<file path="src/rtl/data_bus_arbiter_if.sv">
// Data-bus bundle between the CPU load/store unit, the external master,
// the arbiter and the shared SRAM/IO interconnect.
interface data_bus_arbiter_if #(
    parameter int unsigned DATA_WIDTH   = 8,
    parameter int unsigned D_ADDR_WIDTH = 16
);
    logic                    cpu_req;
    logic                    cpu_we;
    logic [D_ADDR_WIDTH-1:0] cpu_addr;
    logic [DATA_WIDTH-1:0]   cpu_wdata;
    logic [DATA_WIDTH-1:0]   cpu_rdata;
    logic                    cpu_stall;

    logic                    ext_req;
    logic                    ext_we;
    logic [D_ADDR_WIDTH-1:0] ext_addr;
    logic [DATA_WIDTH-1:0]   ext_wdata;
    logic [DATA_WIDTH-1:0]   ext_rdata;
    logic                    ext_gnt;

    logic [D_ADDR_WIDTH-1:0] bus_addr;
    logic [DATA_WIDTH-1:0]   bus_wdata;
    logic                    bus_we;
    logic                    bus_re;
    logic [DATA_WIDTH-1:0]   bus_rdata;

    logic [1:0]              owner;

    // Arbiter side
    modport slave (
        input  cpu_req, cpu_we, cpu_addr, cpu_wdata,
        input  ext_req, ext_we, ext_addr, ext_wdata,
        input  bus_rdata,
        output cpu_rdata, cpu_stall, ext_rdata, ext_gnt,
        output bus_addr, bus_wdata, bus_we, bus_re, owner
    );

    // Requesters and memory side
    modport master (
        output cpu_req, cpu_we, cpu_addr, cpu_wdata,
        output ext_req, ext_we, ext_addr, ext_wdata,
        output bus_rdata,
        input  cpu_rdata, cpu_stall, ext_rdata, ext_gnt,
        input  bus_addr, bus_wdata, bus_we, bus_re, owner
    );
endinterface

</file>
<file path="src/rtl/data_bus_arbiter.sv">
// Two-master data-bus arbiter (CPU load/store vs external DMA/debug) with
// round-robin tie-break and a burst limit under contention.
module data_bus_arbiter #(
    parameter int unsigned DATA_WIDTH   = 8,
    parameter int unsigned D_ADDR_WIDTH = 16,
    parameter int unsigned MAX_BURST    = 4
) (
    input  logic                clk,
    input  logic                reset,
    data_bus_arbiter_if.slave   bus
);
    localparam int unsigned BW = $clog2(MAX_BURST) + 1;
    localparam logic [BW-1:0] BURST_LAST = BW'(MAX_BURST - 1);

    typedef enum logic [1:0] {
        S_IDLE = 2'b00,
        S_CPU  = 2'b01,
        S_EXT  = 2'b10
    } state_t;

    typedef enum logic {
        M_CPU = 1'b0,
        M_EXT = 1'b1
    } master_t;

    state_t        state;
    state_t        state_nxt;
    logic [BW-1:0] burst_cnt;
    logic [BW-1:0] burst_cnt_nxt;
    master_t       last;
    master_t       last_nxt;

    // State register; last resets to EXT so the CPU wins the first tie
    always_ff @(posedge clk or negedge reset) begin
        if (!reset) begin
            state     <= S_IDLE;
            burst_cnt <= '0;
            last      <= M_EXT;
        end else begin
            state     <= state_nxt;
            burst_cnt <= burst_cnt_nxt;
            last      <= last_nxt;
        end
    end

    // Next-state: owner keeps the bus while requesting, yields after MAX_BURST contended cycles
    always_comb begin
        state_nxt     = state;
        burst_cnt_nxt = '0;
        unique case (state)
            S_IDLE: begin
                if (bus.cpu_req && bus.ext_req) begin
                    state_nxt = (last == M_CPU) ? S_EXT : S_CPU;
                end else if (bus.cpu_req) begin
                    state_nxt = S_CPU;
                end else if (bus.ext_req) begin
                    state_nxt = S_EXT;
                end
            end
            S_CPU: begin
                if (!bus.cpu_req) begin
                    state_nxt = bus.ext_req ? S_EXT : S_IDLE;
                end else if (bus.ext_req) begin
                    if (burst_cnt == BURST_LAST) begin
                        state_nxt = S_EXT;
                    end else begin
                        burst_cnt_nxt = burst_cnt + BW'(1);
                    end
                end
            end
            S_EXT: begin
                if (!bus.ext_req) begin
                    state_nxt = bus.cpu_req ? S_CPU : S_IDLE;
                end else if (bus.cpu_req) begin
                    if (burst_cnt == BURST_LAST) begin
                        state_nxt = S_CPU;
                    end else begin
                        burst_cnt_nxt = burst_cnt + BW'(1);
                    end
                end
            end
            default: state_nxt = S_IDLE;
        endcase

        last_nxt = last;
        if (state_nxt == S_CPU) begin
            last_nxt = M_CPU;
        end else if (state_nxt == S_EXT) begin
            last_nxt = M_EXT;
        end
    end

    // Output decode from the registered owner; IDLE drives an all-zero bus
    always_comb begin
        bus.bus_addr  = '0;
        bus.bus_wdata = '0;
        bus.bus_we    = 1'b0;
        bus.bus_re    = 1'b0;
        bus.cpu_rdata = '0;
        bus.ext_rdata = '0;
        unique case (state)
            S_CPU: begin
                bus.bus_addr  = bus.cpu_addr;
                bus.bus_wdata = bus.cpu_wdata;
                bus.bus_we    = bus.cpu_req & bus.cpu_we;
                bus.bus_re    = bus.cpu_req & ~bus.cpu_we;
                bus.cpu_rdata = bus.bus_rdata;
            end
            S_EXT: begin
                bus.bus_addr  = bus.ext_addr;
                bus.bus_wdata = bus.ext_wdata;
                bus.bus_we    = bus.ext_req & bus.ext_we;
                bus.bus_re    = bus.ext_req & ~bus.ext_we;
                bus.ext_rdata = bus.bus_rdata;
            end
            default: ;
        endcase
        // Stall is masked while reset is asserted so every output reads 0
        bus.cpu_stall = reset & bus.cpu_req & (state != S_CPU);
        bus.ext_gnt   = (state == S_EXT);
        bus.owner     = state;
    end
endmodule

</file>
<file path="src/flat_wrapper.sv">
// flat-port wrapper written by rule: the top's interface ports become plain ports
module data_bus_arbiter_flat 
#(
    parameter int unsigned DATA_WIDTH   = 8,
    parameter int unsigned D_ADDR_WIDTH = 16,
    parameter int unsigned MAX_BURST    = 4
)
  (clk, reset, bus_cpu_req, bus_cpu_we, bus_cpu_addr, bus_cpu_wdata, bus_ext_req, bus_ext_we, bus_ext_addr, bus_ext_wdata, bus_bus_rdata, bus_cpu_rdata, bus_cpu_stall, bus_ext_rdata, bus_ext_gnt, bus_bus_addr, bus_bus_wdata, bus_bus_we, bus_bus_re, bus_owner);
  data_bus_arbiter_if #(.DATA_WIDTH(DATA_WIDTH), .D_ADDR_WIDTH(D_ADDR_WIDTH)) bus_i ();
  input  logic clk;
  input  logic reset;
  input wire logic [$bits(bus_i.cpu_req)-1:0] bus_cpu_req;
  input wire logic [$bits(bus_i.cpu_we)-1:0] bus_cpu_we;
  input wire logic [$bits(bus_i.cpu_addr)-1:0] bus_cpu_addr;
  input wire logic [$bits(bus_i.cpu_wdata)-1:0] bus_cpu_wdata;
  input wire logic [$bits(bus_i.ext_req)-1:0] bus_ext_req;
  input wire logic [$bits(bus_i.ext_we)-1:0] bus_ext_we;
  input wire logic [$bits(bus_i.ext_addr)-1:0] bus_ext_addr;
  input wire logic [$bits(bus_i.ext_wdata)-1:0] bus_ext_wdata;
  input wire logic [$bits(bus_i.bus_rdata)-1:0] bus_bus_rdata;
  output wire logic [$bits(bus_i.cpu_rdata)-1:0] bus_cpu_rdata;
  output wire logic [$bits(bus_i.cpu_stall)-1:0] bus_cpu_stall;
  output wire logic [$bits(bus_i.ext_rdata)-1:0] bus_ext_rdata;
  output wire logic [$bits(bus_i.ext_gnt)-1:0] bus_ext_gnt;
  output wire logic [$bits(bus_i.bus_addr)-1:0] bus_bus_addr;
  output wire logic [$bits(bus_i.bus_wdata)-1:0] bus_bus_wdata;
  output wire logic [$bits(bus_i.bus_we)-1:0] bus_bus_we;
  output wire logic [$bits(bus_i.bus_re)-1:0] bus_bus_re;
  output wire logic [$bits(bus_i.owner)-1:0] bus_owner;
  assign bus_i.cpu_req = bus_cpu_req;
  assign bus_i.cpu_we = bus_cpu_we;
  assign bus_i.cpu_addr = bus_cpu_addr;
  assign bus_i.cpu_wdata = bus_cpu_wdata;
  assign bus_i.ext_req = bus_ext_req;
  assign bus_i.ext_we = bus_ext_we;
  assign bus_i.ext_addr = bus_ext_addr;
  assign bus_i.ext_wdata = bus_ext_wdata;
  assign bus_i.bus_rdata = bus_bus_rdata;
  assign bus_cpu_rdata = bus_i.cpu_rdata;
  assign bus_cpu_stall = bus_i.cpu_stall;
  assign bus_ext_rdata = bus_i.ext_rdata;
  assign bus_ext_gnt = bus_i.ext_gnt;
  assign bus_bus_addr = bus_i.bus_addr;
  assign bus_bus_wdata = bus_i.bus_wdata;
  assign bus_bus_we = bus_i.bus_we;
  assign bus_bus_re = bus_i.bus_re;
  assign bus_owner = bus_i.owner;
  data_bus_arbiter #(.DATA_WIDTH(DATA_WIDTH), .D_ADDR_WIDTH(D_ADDR_WIDTH), .MAX_BURST(MAX_BURST)) u_core (.clk(clk), .reset(reset), .bus(bus_i));
endmodule
</file>
<file path="config.mk">
export PLATFORM = sky130hd
export DESIGN_NAME = data_bus_arbiter_flat
export DESIGN_NICKNAME = d
export VERILOG_FILES = /design/src/rtl/data_bus_arbiter_if.sv /design/src/rtl/data_bus_arbiter.sv /design/src/flat_wrapper.sv
export SDC_FILE = /design/constraint.sdc
export NUM_CORES = 1
export LEC_CHECK = 0
export CAP_MARGIN = 15
export CORE_MARGIN = 2
export CORE_UTILIZATION = 30
export DETAILED_ROUTE_END_ITERATION = 10
export HOLD_SLACK_MARGIN = 0.08
export PLACE_DENSITY_LB_ADDON = 0.15
export RECOVER_POWER = 100
export SETUP_SLACK_MARGIN = 0.1
export SLEW_MARGIN = 5
export SYNTH_ARGS = -nofsm -noshare
export SYNTH_HDL_FRONTEND = slang
export SYNTH_SLANG_ARGS = --single-unit
export TNS_END_PERCENT = 5
</file>
<file path="constraint.sdc">
create_clock -name clk -period 4.8 [get_ports clk]
set_input_delay 0.72 -clock clk [delete_from_list [all_inputs] [get_ports clk]]
set_output_delay 0.72 -clock clk [all_outputs]
set_load 0.01 [all_outputs]
</file>
==> results of run 1 <==
-- power by group through the flow --
| stage | combinational (mW) | sequential (mW) | clock, mW |
|---|---|---|---|
| floorplan | 0.407 | 0.0816 | 0 |
| global placement | 0.721 | 0.0791 | 0 |
| detailed placement | 0.744 | 0.0811 | 0 |
| CTS | 0.745 | 0.0807 | 0.0528 |
| global route | 0.755 | 0.0821 | 0.0556 |
| finish | 0.695 | 0.0803 | 0.0497 |
-- logic make-up (layout without fill, tap and decap cells) --
family | after synthesis | count (layout) | share of synthesized area, %
multiplexers | 2 | 2 | 2.61
AND/OR/NAND/NOR | 57 | 57 | 36.7
flip-flops | 6 | 6 | 15.8
AO/OA/AOI/OAI | 36 | 36 | 27.8
buffers and inverters | 16 | 117 | 9.27
adder cells (fa/ha/maj) | 6 | 6 | 7.83
-- worst max-delay path, delay by kind of cell, from the launching register on --
family                     cells  cell delay [ns]
DFF                            1             0.44
and+or+nand+nor                2             0.31
adders and majority gates      1             0.40
AOI/OAI and AO/OA              1             0.17
buffers and inverters          3             1.50
-- sequential cells by signal, indices dropped and copies added (netlist names) --
name	count
u_core.burst_cnt	3
u_core.last	1
u_core.bus.owner	2
-- metal layers --
metal  vias up  track usage (%)  wire length, um
met5         -                0                0
met4         0             4.66               35
met3         4             2.35              311
met2        50             38.5             2020
met1       612             23.4             1510
li1        641                -                -
-- cell usage after synthesis, drive strengths merged --
cell type,count
a21boi,1
nor2,2
mux2,1
and3b,2
a31oi,3
a32o,1
a22oi,24
nand3,2
nor2b,25
dfrtp,5
o22ai,1
nor3b,2
ha,6
clkbuf,3
mux2i,1
nand3b,1
o21ai,3
buf,9
o31ai,1
nor3,1
o2111ai,1
nand4,1
nand2,4
dfstp,1
a31o,1
inv,4
and2,17
-- layout make-up --
cell class / instances / area, sq um
Clock buffer: 4 / 26.3
Inverter: 4 / 15.0
Multi-Input combinational cell: 101 / 718
Timing Repair Buffer: 109 / 1080
Fill cell: 274 / 1010
Sequential cell: 6 / 151
Tap cell: 44 / 55.1
-- path summary, 6_finish.rpt --
check	start	endpoint	slack (ns)	cells past startpoint
max reg2reg	u_core.bus.owner[1]	u_core.last	1.84	8
max in group asynchronous	reset	u_core.last	3.74	1
max	u_core.bus.owner[1]	bus_bus_re	1.02	7
min	u_core.burst_cnt[0]	u_core.burst_cnt[0]	0.45	1
min reg2reg	u_core.burst_cnt[0]	u_core.burst_cnt[0]	0.45	1
min in group asynchronous	reset	u_core.burst_cnt[2]	0.79	1
-- metrics by stage --
stage	utilization (%)	hold WS (ns)	instances	setup slack, ns
global route	67.0	0.456	268	0.740
global placement	66.1	0.428	263	1.66
detailed placement	66.1	0.443	263	1.56
floorplan	-	0.419	123	2.61
finish	67.0	0.447	268	1.02
CTS	67.0	0.449	267	1.28
==> flow_summary.toml, run 1 <==
[status]
outcome = "complete, no violations"

[global_routing]
grt_remaining_overflow = 0
grt_pass1_vias = 1193
grt_pass1_wl_um = 5660
grtUsageTotal_pct = 20.0
antenna_found_initial = 0
grt_max_degree = 39

[detailed_routing]
vias = 1307
drt_iter0_markers = 55
dr.pass1.iters = 4
viasPerCell = 4.88
ant_nets = 0
drcViolationCount = 0
routedWlPerCell_um = 14.5
drt-total-wl_um = 3880

[setup_path]
path_class = "flip-flop to output pin"
cp_cell_sequence = "inv_1 > ha_1 > clkbuf_1 > nand2_1 > o22ai_1 > and2_1 > clkdlybuf4s50_1"
cp-start-kind = "flip-flop"
cp_slowest_stage_delay_ns = 0.84
end_kind = "output pin"
cpMaxStageDelayCell = "clkbuf_1"
arrival_ns = 3.06
critPathMaxFanout = 26
required_ns = 4.08

[pwr]
clkPwrFrac_pct = 6.0
finalPower_mw = 0.825
p_seq_share_pct = 9.7
p_switching_mw = 0.357
power_leakage_nw = 0.858
swShare_pct = 43.3
ir_drop_v = 0.000309
p_int_mw = 0.468
p_comb_share_pct = 84.2
powerDensity_nw_per_um2 = 403

[final_layout]
layout-drive-gt1-share_pct = 3.57
syn_to_final_growth_pct = 113
final_cell_mix = "clkdlybuf4s50_1 (66), dlygate4sd3_1 (41), nor2b_1 (25), a22oi_1 (24), and2_1 (12)"
nets = 293
finalInstanceArea_sq_um = 2040
layout_commonest_cell = "clkdlybuf4s50_1"
diodes = 0

[sta]
worstMarginPinSlew_ns = 1.07
clock.fmax_mhz = 264
tns_ns = 0
fin_skew_ns = 0.00279
rsz0062_at_grt = "false"
maxSlewViolCount = 0
min_period_over_period_pct = 78.8
finalSetupViolCount = 0
slew_headroom_pct = 28.4
period_minus_slack_ns = 3.78
hold_viol = 0

[placed_design]
gp_congestion = 0.716
dp_hpwl_um = 3080
place_area_sq_um = 2020
io_buffers = 107

[cts]
postCtsSetupBuffers = 0
clkTransAtPathRegs_ns = 0.05
postCtsHoldBufs = 0
htreeDepth = 1
cts_tree = "yes"
clk_latency_ns = 0.24
cts_resized = 0
cts.sinks = 6
ctsRootBufferMaster = "clkbuf_4"
numCtsBuffers = 3
clock_path_buffers = 2

[floorplan]
io-pin-count = 108
start_util_pct = 31.4
dieArea_sq_um = 3660
die_w_um = 60.5
rows = 20
dieHeight_um = 60.5
core_area_sq_um = 3050

[synthesis]
netlist.area_leader.share_pct = 18.8
syn_nets = 191
yosys_warnings = 0
synthDistinctLibCells = 31
synth_area_per_cell_sq_um = 7.79
ys_seq_elements = 6
synth_area_leaders = "a22oi_1 (19%), nor2b_1 (16%), dfrtp_1 (13%), and2_1 (11%), ha_1 (7.8%)"
ys_seq_area_share_pct = 15.8
netlist_instances = 123
syn-cell-area_sq_um = 958
synth_area_leader_cell = "a22oi_1"

[hold_path]
min_path_type = "flip-flop to flip-flop"

[run]
drv_cap = 0
No activity file was read; power rests on OpenSTA's default activity.
==> inputs of run 2 (changes only) <==
--- a/config.mk
+++ b/config.mk
@@ -7,7 +7,7 @@
 export LEC_CHECK = 0
 export CAP_MARGIN = 15
 export CORE_MARGIN = 2
-export CORE_UTILIZATION = 30
+export CORE_UTILIZATION = 25
 export DETAILED_ROUTE_END_ITERATION = 10
 export HOLD_SLACK_MARGIN = 0.08
 export PLACE_DENSITY_LB_ADDON = 0.15
==> constraint.sdc (replaced) <==
create_clock -name clk -period 3.4 [get_ports clk]
set_input_delay 0.51 -clock clk [delete_from_list [all_inputs] [get_ports clk]]
set_output_delay 0.51 -clock clk [all_outputs]
set_load 0.01 [all_outputs]
==> run 2 against run 1 <==
Compared with the run above:
- register-to-register slack worse by 0.76 ns
- combinational power increased by 44%
- non-clock buffer count unchanged
- clock skew hardly changed
- utilization shrank 10 points
- largest power group unchanged
- sequential share of layout area down 0.15 points
- hold slack worse by 0.0075 ns
- die area is 19% higher
- setup slack worse by 0.62 ns
- flip-flop and latch count stayed put
- routed wire length grew 1.8%
- clock power grew 120%
==> flow_summary.toml, run 2 (synthesis gave the netlist of run 1 again) <==
[status]
outcome = "complete, no violations"

[pwr]
p_comb_share_pct = 81.8
clkPwrFrac_pct = 8.9
p_int_mw = 0.711
p_switching_mw = 0.509
power_leakage_nw = 0.868
p_seq_share_pct = 9.3
powerDensity_nw_per_um2 = 585
ir_drop_v = 0.000558
swShare_pct = 41.8

[detailed_routing]
drcViolationCount = 0
vias = 1306
ant_nets = 0
dr.pass1.iters = 4
drt_iter0_markers = 102
routedWlPerCell_um = 14.5
viasPerCell = 4.80
drt-total-wl_um = 3950

[final_layout]
layout-drive-gt1-share_pct = 4.46
final_cell_mix = "clkdlybuf4s50_1 (69), dlygate4sd3_1 (38), nor2b_1 (25), a22oi_1 (24), and2_1 (10)"
diodes = 0
regMostFlops = "u_core.burst_cnt"
layout_commonest_cell = "clkdlybuf4s50_1"
syn_to_final_growth_pct = 118
largest_reg_flops = 3
nets = 293

[sta]
finalSetupViolCount = 0
tns_ns = 0
worstMarginPinSlew_ns = 0.696
rsz0062_at_grt = "false"
fin_skew_ns = 0.00294
clock.fmax_mhz = 333
setup_ws_ns = 0.396
period_minus_slack_ns = 3.00
hold_viol = 0
maxSlewViolCount = 0
slew_headroom_pct = 53.6
min_period_over_period_pct = 88.3

[cts]
numCtsBuffers = 3
cts_resized = 0
clock_path_buffers = 2
postCtsSetupBuffers = 0
cts_tree = "yes"
htreeDepth = 1
clk_latency_ns = 0.22
postCtsHoldBufs = 0
ctsRootBufferMaster = "clkbuf_8"
clkTransAtPathRegs_ns = 0.04
cts.sinks = 6

[placed_design]
io_buffers = 107
pre_cts_slack_ns = 0.720
gp_congestion = 0.848
dp_hpwl_um = 3100

[setup_path]
end_kind = "output pin"
critPathMaxFanout = 37
required_ns = 2.89
worstSetupStartpoint = "u_core.bus.owner[1]"
reg2reg_depth = 8
r2r-start = "u_core.bus.owner[1]"
path_class = "flip-flop to output pin"
arrival_ns = 2.49
cp-start-kind = "flip-flop"

[global_routing]
grt_max_degree = 38
grt_pass1_vias = 1191
antenna_found_initial = 0
grtUsageTotal_pct = 17.2
grt_remaining_overflow = 0
grt_pass1_wl_um = 5900

[floorplan]
core_area_sq_um = 3660
start_util_pct = 26.2
dieArea_sq_um = 4340
rows = 22
io-pin-count = 108
dieHeight_um = 65.9
die_w_um = 65.9

[run]
drv_cap = 0

[hold_path]
whs_path_depth = 1
worstHoldStart = "u_core.burst_cnt[0]"
min_path_type = "flip-flop to flip-flop"
## run 2: changes by cell type in the layout (fill, tap and decap cells not counted)
cell / change
dlygate4sd3_1: -3
and2_0: +2
and2_1: -2
clkbuf_2: +1
clkdlybuf4s50_1: +3
clkbuf_1: -2
buf_12: +1
clkbuf_4: -3
clkbuf_8: +3
## run 2: power groups by stage
stage                     sequential [mW]  clock (mW)  combinational, mW
after CTS                           0.114       0.113               1.07
final                               0.113       0.109              0.998
after global routing                0.116       0.121               1.09
after global placement              0.113           0               1.05
after detailed placement            0.114           0               1.07
after floorplan                     0.115           0              0.575
## run 2: worst paths after layout
| check | endpoint | slack [ns] |
|---|---|---|
| worst max-delay path | bus_bus_re | 0.40 |
| worst min-delay path | u_core.burst_cnt[0] | 0.44 |
| worst max register to register | u_core.last | 1.08 |
| worst min register to register | u_core.burst_cnt[0] | 0.44 |
| max in group asynchronous | u_core.last | 2.50 |
| min in group asynchronous | u_core.burst_cnt[0] | 0.61 |
## run 2: stage by stage
stage | utilization, % | area [sq um] | std cells | hold slack (ns) | total power [mW]
detailed placement | 55.8 | 2040 | 268 | 0.440 | 1.18
finish | 57.0 | 2090 | 272 | 0.439 | 1.22
global route | 57.0 | 2090 | 272 | 0.481 | 1.33
CTS | 57.0 | 2090 | 272 | 0.445 | 1.30
global placement | 55.8 | 2040 | 268 | 0.428 | 1.17
floorplan | - | 958 | 123 | 0.214 | 0.690
## run 2: cell type report
cell class | count | area (sq um)
Timing Repair Buffer | 109 | 1100
Sequential cell | 6 | 151
Multi-Input combinational cell | 101 | 718
Inverter | 4 | 15.0
Fill cell | 334 | 1580
Tap cell | 48 | 60.1
Clock buffer | 4 | 45.0
## run 2: per-layer routing
metal / part of all wire [%] / vias to the layer above / global-route usage [%]
met5: 0 / - / 0
met4: 1.4 / 0 / 5.73
met3: 9.2 / 8 / 3.58
met2: 50 / 68 / 30.9
met1: 40 / 589 / 20.0
li1: - / 641 / -
## run 2: critical path: stages, from the launching register on
cell and delay (ns):
dfrtp_1 0.45, inv_1 0.12, ha_1 0.14, clkbuf_2 0.55, nand2_1 0.16, o22ai_1 0.16, and2_1 0.16, clkdlybuf4s50_1 0.54
